**config.mk**
```make
export PLATFORM = sky130hd
export DESIGN_NAME = matrix_frame_sequencer
export DESIGN_NICKNAME = d
export VERILOG_FILES = /design/src/rtl/matrix_pkg.sv /design/src/rtl/cycle_timer.sv /design/src/rtl/matrix_frame_sequencer.sv
export SDC_FILE = /design/constraint.sdc
export NUM_CORES = 1
export LEC_CHECK = 0
export ABC_AREA = 1
export BUFFER_PORTS_ARGS = -buffer_cell sky130_fd_sc_hd__buf_4
export CAP_MARGIN = 20
export CORE_ASPECT_RATIO = 0.5
export CORE_UTILIZATION = 55
export CTS_BUF_LIST = sky130_fd_sc_hd__clkbuf_16
export CTS_CLUSTER_DIAMETER = 100
export DETAILED_ROUTE_END_ITERATION = 12
export PLACE_DENSITY = 0.9
export SLEW_MARGIN = 20
export SYNTH_ARGS = -nofsm -noshare
export SYNTH_HDL_FRONTEND = slang
export SYNTH_SLANG_ARGS = --single-unit
```
**constraint.sdc**
```tcl
create_clock -name clk -period 3.36 [get_ports clk]
set_input_delay 0.336 -clock clk [delete_from_list [all_inputs] [get_ports clk]]
set_output_delay 0.336 -clock clk [all_outputs]
set_load 0.03 [all_outputs]
```
**src/rtl/matrix_pkg.sv**
```systemverilog
// Shared types and defaults for the LED-matrix frame path.
// Latency: n/a (declarations only).
// Backpressure: n/a.
package matrix_pkg;

  // Frame geometry shared with the buffer writer: 16x8 pixels x 3 colours.
  localparam int DEF_BYTES_PER_FRAME = 384;
  // Idle clocks after the last byte so the matrix controllers latch the frame.
  localparam int DEF_GAP_CYCLES      = 1000;

  typedef enum logic [3:0] {
    S_IDLE,
    S_FETCH,
    S_LOAD,
    S_WAIT_RDY,
    S_START,
    S_WAIT_ACK,
    S_NEXT,
    S_DRAIN,
    S_GAP,
    S_DONE
  } seq_state_t;

endpackage

```
**src/rtl/cycle_timer.sv**
```systemverilog
// Loadable down-counter; done_o is high while the count sits at zero.
// Latency: loading N gives done_o in the (N+1)th cycle after the load edge.
// Backpressure: none; a load always wins over counting.
module cycle_timer #(
  parameter int MAX_COUNT = 1,
  parameter int CW        = $clog2(MAX_COUNT + 1)
) (
  input  logic          clk,
  input  logic          rst,
  input  logic          load_i,
  input  logic [CW-1:0] load_val_i,
  output logic          done_o
);

  logic [CW-1:0] count_q, count_d;

  // Reload on request, otherwise count down and park at zero.
  always_comb begin
    count_d = count_q;
    if (load_i) begin
      count_d = load_val_i;
    end else if (count_q != '0) begin
      count_d = count_q - CW'(1);
    end
  end

  // Count register.
  always_ff @(posedge clk) begin
    if (rst) begin
      count_q <= '0;
    end else begin
      count_q <= count_d;
    end
  end

  assign done_o = (count_q == '0);

endmodule

```
**src/rtl/matrix_frame_sequencer.sv**
```systemverilog
// Streams one frame from the frame buffer into nspi_tx, then holds a latch gap.
// Latency: mem_rd_en at +1, tx_data at +3, first tx_start at +3 after frame_start.
// Backpressure: waits on tx_finish before each start; aborts frame on ACK timeout.
module matrix_frame_sequencer
  import matrix_pkg::*;
#(
  parameter int CHANNEL_NUMBER  = 2,
  parameter int SPI_SIZE        = 8,
  parameter int BYTES_PER_FRAME = DEF_BYTES_PER_FRAME,
  parameter int GAP_CYCLES      = DEF_GAP_CYCLES,
  parameter int ACK_TIMEOUT     = 64,
  parameter int ADDR_WIDTH      = $clog2(BYTES_PER_FRAME)
) (
  input  logic                               clk,
  input  logic                               rst,
  input  logic                               frame_start,
  output logic                               frame_busy,
  output logic                               frame_done,
  output logic                               tx_error,
  output logic                               mem_rd_en,
  output logic [ADDR_WIDTH-1:0]              mem_addr,
  input  logic [CHANNEL_NUMBER*SPI_SIZE-1:0] mem_rdata,
  output logic                               tx_start,
  input  logic                               tx_finish,
  output logic [CHANNEL_NUMBER*SPI_SIZE-1:0] tx_data
);

  localparam int DW    = CHANNEL_NUMBER * SPI_SIZE;
  localparam int ACK_W = $clog2(ACK_TIMEOUT + 1);
  localparam int GAP_W = $clog2(GAP_CYCLES + 1);
  localparam logic [ADDR_WIDTH-1:0] LAST_IDX = ADDR_WIDTH'(BYTES_PER_FRAME - 1);

  seq_state_t            state_q, state_d;
  logic [ADDR_WIDTH-1:0] index_q, index_d;
  logic [DW-1:0]         tx_data_q, tx_data_d;
  logic                  tx_error_q, tx_error_d;
  logic                  busy_q, done_q, rd_en_q, start_q;
  logic                  ack_load, ack_done;
  logic                  gap_load, gap_done;

  // The ACK window starts in the START cycle itself, so it is loaded one short
  // on the edge entering START; the gap is loaded on DRAIN exit and runs to zero.
  cycle_timer #(.MAX_COUNT(ACK_TIMEOUT)) u_ack_timer (
    .clk        (clk),
    .rst        (rst),
    .load_i     (ack_load),
    .load_val_i (ACK_W'(ACK_TIMEOUT - 1)),
    .done_o     (ack_done)
  );

  cycle_timer #(.MAX_COUNT(GAP_CYCLES)) u_gap_timer (
    .clk        (clk),
    .rst        (rst),
    .load_i     (gap_load),
    .load_val_i (GAP_W'(GAP_CYCLES)),
    .done_o     (gap_done)
  );

  // Next-state, index, data capture and error flag.
  always_comb begin
    state_d    = state_q;
    index_d    = index_q;
    tx_data_d  = tx_data_q;
    tx_error_d = tx_error_q;
    gap_load   = 1'b0;
    case (state_q)
      S_IDLE: begin
        if (frame_start) begin
          index_d    = '0;
          tx_error_d = 1'b0;
          state_d    = S_FETCH;
        end
      end
      S_FETCH: state_d = S_LOAD;
      S_LOAD: begin
        tx_data_d = mem_rdata;
        // Skip the ready wait entirely when the transmitter is already idle.
        state_d   = tx_finish ? S_START : S_WAIT_RDY;
      end
      S_WAIT_RDY: begin
        if (tx_finish) state_d = S_START;
      end
      S_START: state_d = S_WAIT_ACK;
      S_WAIT_ACK: begin
        if (!tx_finish) begin
          state_d = S_NEXT;
        end else if (ack_done) begin
          tx_error_d = 1'b1;
          state_d    = S_DRAIN;
        end
      end
      S_NEXT: begin
        if (index_q == LAST_IDX) begin
          state_d = S_DRAIN;
        end else begin
          index_d = index_q + ADDR_WIDTH'(1);
          state_d = S_FETCH;
        end
      end
      S_DRAIN: begin
        if (tx_finish) begin
          gap_load = 1'b1;
          state_d  = S_GAP;
        end
      end
      S_GAP: begin
        if (gap_done) state_d = S_DONE;
      end
      S_DONE:  state_d = S_IDLE;
      default: state_d = S_IDLE;
    endcase
  end

  assign ack_load = (state_d == S_START);

  // State and output registers; strobes are decoded from the next state so
  // they line up with the state they belong to.
  always_ff @(posedge clk) begin
    if (rst) begin
      state_q    <= S_IDLE;
      index_q    <= '0;
      tx_data_q  <= '0;
      tx_error_q <= 1'b0;
      busy_q     <= 1'b0;
      done_q     <= 1'b0;
      rd_en_q    <= 1'b0;
      start_q    <= 1'b0;
    end else begin
      state_q    <= state_d;
      index_q    <= index_d;
      tx_data_q  <= tx_data_d;
      tx_error_q <= tx_error_d;
      busy_q     <= (state_d != S_IDLE);
      done_q     <= (state_d == S_DONE);
      rd_en_q    <= (state_d == S_FETCH);
      start_q    <= (state_d == S_START);
    end
  end

  assign frame_busy = busy_q;
  assign frame_done = done_q;
  assign tx_error   = tx_error_q;
  assign mem_rd_en  = rd_en_q;
  assign mem_addr   = index_q;
  assign tx_start   = start_q;
  assign tx_data    = tx_data_q;

endmodule

```
* After elaboration in Yosys (flattened, before gate mapping)
Index checks and enable logic that the tools add are counted.
Operators by class: add/subtract/negate cells 3, equality and inequality tests 16, reductions and logical operators 14, mux-type cells 22
Operators by type and width (number):
- one-hot mux 4 bit (9 select lines) | 1
- two-way mux 4 bit | 6
- equality test 4 x 3 -> 1 bit (second input constant) | 5
- two-way mux 10 bit | 2
- two-way mux 9 bit | 2
- one-hot mux 9 bit (2 select lines) | 1
- two-way mux 6 bit | 2
- logical NOT 10 bit | 1
- nonzero test 10 bit | 1
- subtractor 10 x 1 -> 10 bit (second input constant) | 1
- adder 9 x 1 -> 9 bit (second input constant) | 1
- equality test 9 bit (second input constant) | 1
- equality test 4 x 1 -> 1 bit (second input constant) | 2
- equality test 4 x 2 -> 1 bit (second input constant) | 2
- equality test 4 bit (second input constant) | 2
- inequality test 2 bit (second input constant) | 4
- nonzero test 2 bit | 4
- logical NOT 7 bit | 1
- nonzero test 7 bit | 1
- subtractor 7 x 1 -> 7 bit (second input constant) | 1
- two-way mux 3 bit | 2
- two-way mux 1 bit | 5
- logical NOT 4 bit | 1
- AND reduction 4 bit | 1
- 4 further kinds | 5
Word-level totals: bits in registers 51, input bits 20, output and inout port bits 30

* Longest topological paths before layout
word-level depth 6, depth in mapped cells 9

* Modules after synthesis
From an unflattened synthesis, not the netlist that was laid out.
Second synthesis, totals: cell total of the unflattened synthesis 420, area, all modules 2834.0 sq um
By module, submodules not included:
- matrix_frame_sequencer | instances 1, cells each 231, area each 1586.5 sq um
- cycle_timer (u_gap_timer) | instances 1, cells each 122, area each 716.9 sq um
- cycle_timer (u_ack_timer) | instances 1, cells each 67, area each 530.5 sq um

* Least setup slack after synthesis
OpenSTA, ideal clock, no wires.
path type register -> register, start point reg index_q[0], in the netlist mem_addr[0], end point reg index_q[5], in the netlist mem_addr[5], path slack 1.742 ns, period minus slack after synthesis 1.618 ns, path buffers 0, stages on the path, launching flop included 10, arrival 1.547 ns, data required time 3.289 ns, path through dfxtp_1 ha_1 nand3_1 nor2_2 nand2_1 nand2_1 nand2_4 inv_2 nand2_1 a21oi_1
On the way: longest elaborated chain between the ends 3
Ends and longest elaborated chain:
- start: declaration | RTL line matrix_frame_sequencer.sv:34 | logic [ADDR_WIDTH-1:0] index_q, index_d;
- start signal: assignment | RTL line matrix_frame_sequencer.sv:130 | index_q <= index_d;
- adder 9 x 1 -> 9 bit or equality test 9 bit (tied branches) | RTL line matrix_frame_sequencer.sv:96, matrix_frame_sequencer.sv:93
- two-way mux 9 bit or inequality test 2 bit (tied branches)
- one-hot mux 9 bit (2 select lines) or AND reduction 3 bit (tied branches)
Parallel ways exist; a longest one is shown, timed or not. The select of a mux whose other input is x is not followed. A chain may end at the register's enable or synchronous reset.

* Worst setup path after layout
start point reg index_q[0], in the netlist mem_addr[0], end point reg index_q[4], in the netlist mem_addr[4]
Same word-level chain as after synthesis.

==> results.md <==
* Max Fclk at 593 MHz
* Clock power frac at a little over a fifth
* CP max-delay cell: dfxtp_1
* Avg Cell Area, Syn at 6.83 um^2
* Worst Hold Class: input port to flop
* Register bit count reported by yosys at 51
* Initial Utilization at around three fifths
* CTS Buf Count at 5
* Share of layout cells above drive strength 1 at 17.3%
* Residual DRC at 0
* Comb power frac at a little over two fifths
* Clock transition at path regs at 70 ps
* Total of max-cap violations at 0
* CTS root buffer: clkbuf_16
* # setup viols final at 0
* DIE WIDTH at about 96 um
* Post-synthesis sequential area ratio at between 40% and 50%
* Detail Placement HPWL at 4.15 mm
* Post-Synth XOR/XNOR Area at 0.725%
* Post-Route WL at ~5.9 mm
* GRT overflow at 0
* Critical path class: flop to flop
* Setup Buffers After CTS at 0
* CTS Sinks at 51
* Skew final at 3.68 ps
* Hold Slack at roughly 270 ps
* Pin count of the biggest net entering global routing at 27
* First-pass GRT wire length at ~10 mm
* CTS max path bufs at 2
* Netlist Area Pre-Place at 0.00242 mm^2
* Tmin final at 1690 ps
* Worst VDD drop at 0.391 mV
* Simple-Gate Fraction of Synth Area at 33.8%
* Die area at between 0.004 and 0.005 mm^2
* Global-route usage over all layers at 26.8%
* Syn Nets at between 300 and 400
* DRT iter0 DRCs at 75
* Main combinational cell family by area after synthesis: simple AND/OR/NAND/NOR gates
* Final hold violations at 0
* Vias in the first global route at between 2000 and 2500
* Sw frac at between 40 and 50%
* Worst Path Arrival at 1900 ps
* RSZ-0062 raised after global routing: false
* First-pass DRT Iterations at 4
* Synth Area in Compound Gates at between 10% and 20%
* Pint at approximately 1.4 mW
* Cts hold-fix bufs at 0
* Post-synth top area share at a little over two fifths
* # H-tree levels at 2
* Synth Warn # at 0
* WP data required at between 3000 and 4000 ps
* Slew headroom at 50.9%
* Setup WS post-layout at approximately 1700 ps
* Top FF cell, synth: dfxtp_1
* Sw power at roughly 950 uW
* DRT antenna net count at 0
* Adder-Cell Fraction of Synth Area at under 10%
* Asr flop ratio synth at 0%
* Synth Instances at approximately 350
* Post-synth EDFFs at 0
* Top cells by area, synth: dfxtp_1, nand2_1, nor2_1
* Clock latency on the worst-skew pair at between 200 and 300 ps
* Initial antenna violation count at 0
* RD Place Congestion at 0.845
* Crit share post-route at between 50% and 60%
* Most used cell, CP: nand2_1
* PD cells at about 780 mW/mm^2
* Dpl ws at roughly 1700 ps
* Final Max Slew Viols at 0
* Vias per inst at between 5 and 6
* Number of I/O port buffers at 49
* # resized after CTS at 0
* Most frequent cell after synthesis: nand2_1
* Status: finished clean
* Final setup TNS at 0 ps
* TritonCTS clock tree: yes
* LEAKAGE at between 1 and 1.5 nW
* Worst Tran Pin Value at ~740 ps
* Yosys top cell by area: dfxtp_1
* CP peak stage delay at roughly 410 ps
* CP cell instances: ha_1 > nand3_1 > nor2_2 > nand2_1 > nand2_1 > nand2_4 > inv_2 > nand2_1 > a21oi_1
* Layout area overhead at 22.6%
* Leading cell types by count after synthesis: nand2_1, nor2_1, dfxtp_1, inv_1, nand3_1
* Ports at 50
* DR vias at between 2000 and 2500
* Mux share of post-synthesis cell area at 0%
* N_diodes at 0
* Core area at about 0.0040 mm^2
* # nets final at ~430
* Critical-path maximum fanout at 10
* Row count at 16
* Number of distinct library cells after synthesis at 29
* DR WL/cell at about 13 um
* Crit end category: flop
* Die height at 48.9 um
* Flop pwr share at a little under two fifths
* CP Launch Type: flop
[per-layer routing]
metal / vias to the layer above / wire (um) / global-route usage, %
met2: 90 / 2900 / 46.9
met4: 0 / 118 / 8.96
met5: - / 0 / 0
met1: 1156 / 2480 / 32.6
li1: 1234 / - / -
met3: 17 / 371 / 6.07
[power groups by stage]
stage                     sequential, mW  combinational, mW  clock (mW)
after floorplan                    0.914              0.656           0
after global placement             0.851              0.910           0
after detailed placement           0.858              0.953           0
after CTS                          0.846              0.963       0.493
after global routing               0.864               1.10       0.520
final                              0.849              0.969       0.496
[final cells by class]
cell class / count / area, um^2
clock inverter: 3 / 16.3
inverter: 47 / 176
sequential: 51 / 1020
clock buffer: 5 / 125
tap: 54 / 67.6
timing repair buffer: 49 / 368
multi-input combinational: 249 / 1190
fill: 318 / 1080
[worst paths after layout]
check / from / to / slack, ps / cells after the start
hold reg to reg: tx_error / tx_error / 470 / 2
hold / removal: mem_rdata[13] / tx_data[13] / 270 / 3
setup reg to reg: mem_addr[0] / mem_addr[4] / 1670 / 9
setup / recovery: mem_addr[0] / mem_addr[4] / 1670 / 9
[registers in the layout (all words and copies together), names as in the netlist]
register	flops
tx_start	1
state_q	4
frame_done	1
mem_rd_en	1
tx_data	16
frame_busy	1
u_gap_timer.count_q	10
u_ack_timer.count_q	7
tx_error	1
mem_addr	9
[through the flow]
stage / cells / util [%] / power [mW] / instance area (um^2)
2_1_floorplan: 354 / - / 1.57 / 2420
3_3_place_gp: 450 / 69.8 / 1.76 / 2820
3_5_place_dp: 450 / 69.8 / 1.81 / 2820
4_1_cts: 458 / 73.3 / 2.30 / 2960
5_1_grt: 458 / 73.3 / 2.48 / 2960
6_report: 458 / 73.3 / 2.31 / 2960
[kinds of logic after synthesis]
family / after synthesis
buffers and inverters: 54
AO/OA/AOI/OAI: 55
AND/OR/NAND/NOR: 187
XOR/XNOR: 2
adder cells (fa/ha/maj): 5
flip-flops: 51
[cells in the final DEF (no fill, tap or decap), types with 2 or more instances in the layout]
master,count
ha_1,5
nand3_1,26
clkbuf_16,5
nor3_1,3
inv_2,4
or2_2,2
nand4_1,8
nor2_2,2
nand3b_1,2
a31oi_1,6
a21oi_1,21
nand2_1,70
o21ai_0,21
inv_1,44
nand2_2,2
buf_4,49
dfxtp_1,51
o21ai_1,3
nor2_4,2
nor2_1,67
[worst max-delay path: cells and delay by family (launching register included)]
family / cells / cell delay, ps
AO/OA/AOI/OAI: 1 / 140
adder cells (fa/ha/maj): 1 / 240
buffers and inverters: 1 / 140
flip-flops: 1 / 410
AND/OR/NAND/NOR: 6 / 670
No activity file was read; power rests on OpenSTA's default activity.
